**src/rtl/linked_pipe_demo.sv**
```systemverilog
// Elastic DEPTH-stage valid/ready register pipeline with occupancy and wrapping transfer count.
// Latency DEPTH edges from accept to output transfer; in_ready is combinational so a full pipe streams when out_ready=1.
module linked_pipe_demo #(
    parameter int WIDTH = 8,
    parameter int DEPTH = 3,
    parameter int CNT_W = 16
) (
    input  logic                       clk,
    input  logic                       rst,
    input  logic                       in_valid,
    output logic                       in_ready,
    input  logic [WIDTH-1:0]           in_data,
    output logic                       out_valid,
    input  logic                       out_ready,
    output logic [WIDTH-1:0]           out_data,
    output logic [$clog2(DEPTH+1)-1:0] occupancy,
    output logic [CNT_W-1:0]           xfer_count
);

    localparam int OCC_W = $clog2(DEPTH + 1);

    logic [DEPTH-1:0]             v_q, v_d;
    logic [DEPTH-1:0][WIDTH-1:0]  d_q, d_d;
    logic [DEPTH-1:0]             rdy;
    logic [DEPTH-1:0]             up_v;
    logic [DEPTH-1:0][WIDTH-1:0]  up_d;
    logic [OCC_W-1:0]             occ_q, occ_d;
    logic [CNT_W-1:0]             cnt_q, cnt_d;
    logic                         in_xfer;
    logic                         out_xfer;

    for (genvar k = 0; k < DEPTH; k++) begin : g_stage
        if (k == 0) begin : g_head
            assign up_v[k] = in_valid;
            assign up_d[k] = in_data;
        end else begin : g_body
            assign up_v[k] = v_q[k-1];
            assign up_d[k] = d_q[k-1];
        end
    end

    // Unrolled ready chain: a stage can load unless it and every stage after it are full and out_ready is low.
    always_comb begin
        logic all_full;
        all_full = 1'b1;
        rdy      = '0;
        for (int k = DEPTH - 1; k >= 0; k--) begin
            all_full = all_full & v_q[k];
            rdy[k]   = out_ready | ~all_full;
        end
    end

    assign in_ready  = rdy[0];
    assign out_valid = v_q[DEPTH-1];
    assign out_data  = d_q[DEPTH-1];
    assign in_xfer   = in_valid & rdy[0];
    assign out_xfer  = v_q[DEPTH-1] & out_ready;

    // Data only moves with a valid beat, so an emptied stage keeps its last value.
    always_comb begin
        v_d = v_q;
        d_d = d_q;
        for (int k = 0; k < DEPTH; k++) begin
            if (rdy[k]) begin
                v_d[k] = up_v[k];
                if (up_v[k]) begin
                    d_d[k] = up_d[k];
                end
            end
        end
    end

    always_comb begin
        occ_d = occ_q + OCC_W'(in_xfer) - OCC_W'(out_xfer);
        cnt_d = out_xfer ? cnt_q + CNT_W'(1) : cnt_q;
    end

    always_ff @(posedge clk) begin
        if (rst) begin
            v_q   <= '0;
            d_q   <= '0;
            occ_q <= '0;
            cnt_q <= '0;
        end else begin
            v_q   <= v_d;
            d_q   <= d_d;
            occ_q <= occ_d;
            cnt_q <= cnt_d;
        end
    end

    assign occupancy  = occ_q;
    assign xfer_count = cnt_q;

endmodule

```
**config.mk**
```make
export PLATFORM = sky130hd
export DESIGN_NAME = linked_pipe_demo
export DESIGN_NICKNAME = d
export VERILOG_FILES = /design/src/rtl/linked_pipe_demo.sv
export SDC_FILE = /design/constraint.sdc
export NUM_CORES = 1
export LEC_CHECK = 0
export ABC_AREA = 1
export CORE_AREA = 2 2 62 64
export DETAILED_ROUTE_END_ITERATION = 10
export DIE_AREA = 0 0 64 66
export DONT_BUFFER_PORTS = 1
export GPL_TIMING_DRIVEN = 0
export PLACE_DENSITY = 0.7
export SYNTH_ARGS = -nofsm -noshare
export SYNTH_HDL_FRONTEND = slang
export SYNTH_SLANG_ARGS = --single-unit
export TNS_END_PERCENT = 50
```
**constraint.sdc**
```tcl
create_clock -name clk -period 1.85 [get_ports clk]
set_clock_uncertainty 0.2 [all_clocks]
set_input_delay 0.4625 -clock clk [delete_from_list [all_inputs] [get_ports clk]]
set_output_delay 0.4625 -clock clk [all_outputs]
set_load 0.01 [all_outputs]
```
==> metrics.cfg <==
[outcome]
status = finished clean

[synth]
ys_seq_area_frac = 0.484
synth-seq-cells = 45
syn_area_mm2 = 0.00186
synth_nets = 255
yosys_warnings = 0
synthCells = 240
yosysUniqueCellTypes = 23
avgSynthCellArea_um2 = 7.76

[floorplanning]
initial_core_util = 0.525
die_w_um = 64
io_pins = 40
row_count = 22
die_area_mm2 = 0.00422
die_h_um = 66
core-area_mm2 = 0.00355

[routing]
drt_iter0_drc = 45
drtPass1Iterations = 4
ant_nets = 0
vias = 1437
drc = 0
wirelength_um = 3230
drt-vias-per-instance = 4.81
wire_per_inst_um = 10.8

[clock_network]
cts.sinks = 45
cts_hold_repair.buffers = 0
cts_tree = built
cts_max_path_buffers = 2
cts-root-buf = clkbuf_4
cts_buffers = 5
clkLatencyLatePin_ps = 360
clk_pin_slew_ps = 140
htree_levels = 2

[worst_setup_path]
cp.required_ps = 1920
crit_path_end_kind = register
slowest_stage = dfxtp_4
path_buf_inv = 2
arrival_ps = 1830
start_kind = register
cp_top_family = adder cells
crit_fanout = 4
crit_chain = nand3_4 > nor2_4 > nor2_4 > clkinv_4 > ha_4 > inv_2 > ha_4 > xnor2_2 > o21ai_1 > a21oi_1
cpPeakStageDelay_ps = 400
crit_type = register to register

[cells_and_area]
area.growth.synth_to_final_pct = 12.8
n_fill_cell = 340
mostFrequentLayoutCell = nor2_1
antenna_cells = 0
fin_nets = 265
finalInstanceArea_mm2 = 0.00210
drive_gt1_frac = 0.151
layout_common_cells = 63 x nor2_1, 44 x dfxtp_1, 30 x o21ai_0

[sta]
clock.fmax_ghz = 0.569
slew_headroom = 0.687
finalMaxSlewViolations = 0
setup-tns-final_ps = 0
hold_viol_final = 0
tightestPinTransition_ps = 470
finalCriticalPeriod_ps = 1760
setup_viol_count_final = 0
rsz0062_at_grt = yes
fin_crit_sh = 0.951

[global_route]
grt_max_degree = 16
antenna_found_initial = 0
grt_overflow = 0
grt_pass1_wl_um = 5780
grtUsageTotal = 0.180
grt_pass1_vias = 1307

[placed_design]
dp_hpwl_um = 2460
gp_congestion = 0.804
dpl_cell_area_mm2 = 0.00199
port_buffers = 0

[flow_run]
drv_cap = 0

[power_and_ir_drop]
p_leak_nw = 0.842
ir_drop_uv = 456
p_per_area_mw_per_mm2 = 855

[min_path]
hold_path.class = input port to register

==> synth_stat cells (all sizes together) <==
cell | number | share of area
a21oi | 15 | 0.040
and3 | 1 | 0.0034
buf | 8 | 0.032
clkbuf | 4 | 0.0081
dfxtp | 45 | 0.48
ha | 3 | 0.020
inv | 24 | 0.048
nand2 | 19 | 0.042
nand3 | 8 | 0.034
nand3b | 1 | 0.0040
nor2 | 70 | 0.17
nor3 | 7 | 0.019
nor3b | 1 | 0.0040
nor4 | 1 | 0.0034
o21a | 1 | 0.0040
o21ai | 31 | 0.083
xnor2 | 1 | 0.0047
==> logic make-up after synthesis <==
logic type | Yosys count | share of synthesized area
simple gates | 108 | 0.275
compound gates | 47 | 0.128
flops | 45 | 0.484
buf+inv | 36 | 0.0887
fa+ha+maj | 3 | 0.0201
xor+xnor | 1 | 0.00470
==> where the power goes <==
| part | switching [W] | total [W] | leakage (nW) | internal, W |
|---|---|---|---|---|
| clock | 0.000332 | 0.000618 | 0.0414 | 0.000286 |
| sequential | 0.0000276 | 0.00104 | 0.369 | 0.00101 |
| combinational | 0.0000805 | 0.000140 | 0.432 | 0.0000599 |
==> repair_timing <==
| item | in CTS | in global routing |
|---|---|---|
| setup endpoints to repair | 3 | 4 |
| pin swaps | 1 | 6 |
| setup buffers | 1 | 2 |
| gates resized for setup | 2 | 2 |
| gates cloned | 0 | 0 |
==> worst reg2reg max path, delay by kind of cell, from the launching register on <==
kind                       cells  cell delay, ps
adders and majority gates      2             410
DFF                            1             400
and+or+nand+nor                3             250
AOI/OAI and AO/OA              2             170
xor gates and xnor gates       1             130
buffers and inverters          2             120
==> registers in the layout, indices dropped and copies added, names as in the netlist <==
register and count:
out_data 8, d_q 16, occupancy 2, xfer_count 16, v_q 3
==> final timing paths <==
| check | from | end | slack (ps) | depth (start not counted) |
|---|---|---|---|---|
| worst max-delay path | v_q[2]$_SDFFE_PP0N_ | occupancy[1]$_SDFF_PP0_ | 90 | 10 |
| worst min-delay path | in_data[7] | d_q[7]$_SDFFE_PP0P_ | 10 | 2 |
| worst max register to register | v_q[2]$_SDFFE_PP0N_ | occupancy[1]$_SDFF_PP0_ | 90 | 10 |
| worst min register to register | d_q[9]$_SDFFE_PP0P_ | d_q[9]$_SDFFE_PP0P_ | 290 | 2 |
==> through the flow <==
| step | cells | hold WS [ps] | utilization | total power [W] | worst slack [ps] |
|---|---|---|---|---|---|
| 2_1_floorplan | 240 | 250 | - | 0.00117 | -31.3 |
| 4_1_cts | 297 | 9.28 | 0.586 | 0.00182 | 15.5 |
| 6_report | 299 | 13.6 | 0.592 | 0.00180 | 91.1 |
| 3_3_place_gp | 288 | 261 | 0.559 | 0.00120 | -144 |
| 3_5_place_dp | 288 | 268 | 0.559 | 0.00120 | -165 |
| 5_1_grt | 299 | 10.2 | 0.592 | 0.00189 | -13.1 |
==> final cells by class <==
class	count	area, um^2	share of cell area
Multi-Input combinational cell	159	847	0.403
Clock buffer	5	37.5	0.0179
Sequential cell	45	905	0.431
Buffer	12	75.1	0.0357
Clock inverter	3	46.3	0.0220
Tap cell	48	60.1	0.0286
Timing Repair Buffer	3	22.5	0.0107
Inverter	24	108	0.0512
==> metal layers <==
layer / wire, um / track usage
met1: 1390 / 0.202
met3: 219 / 0.0716
met5: 0 / 0
met4: 63 / 0.0815
met2: 1560 / 0.301
Power figures use the tool's default switching activity.
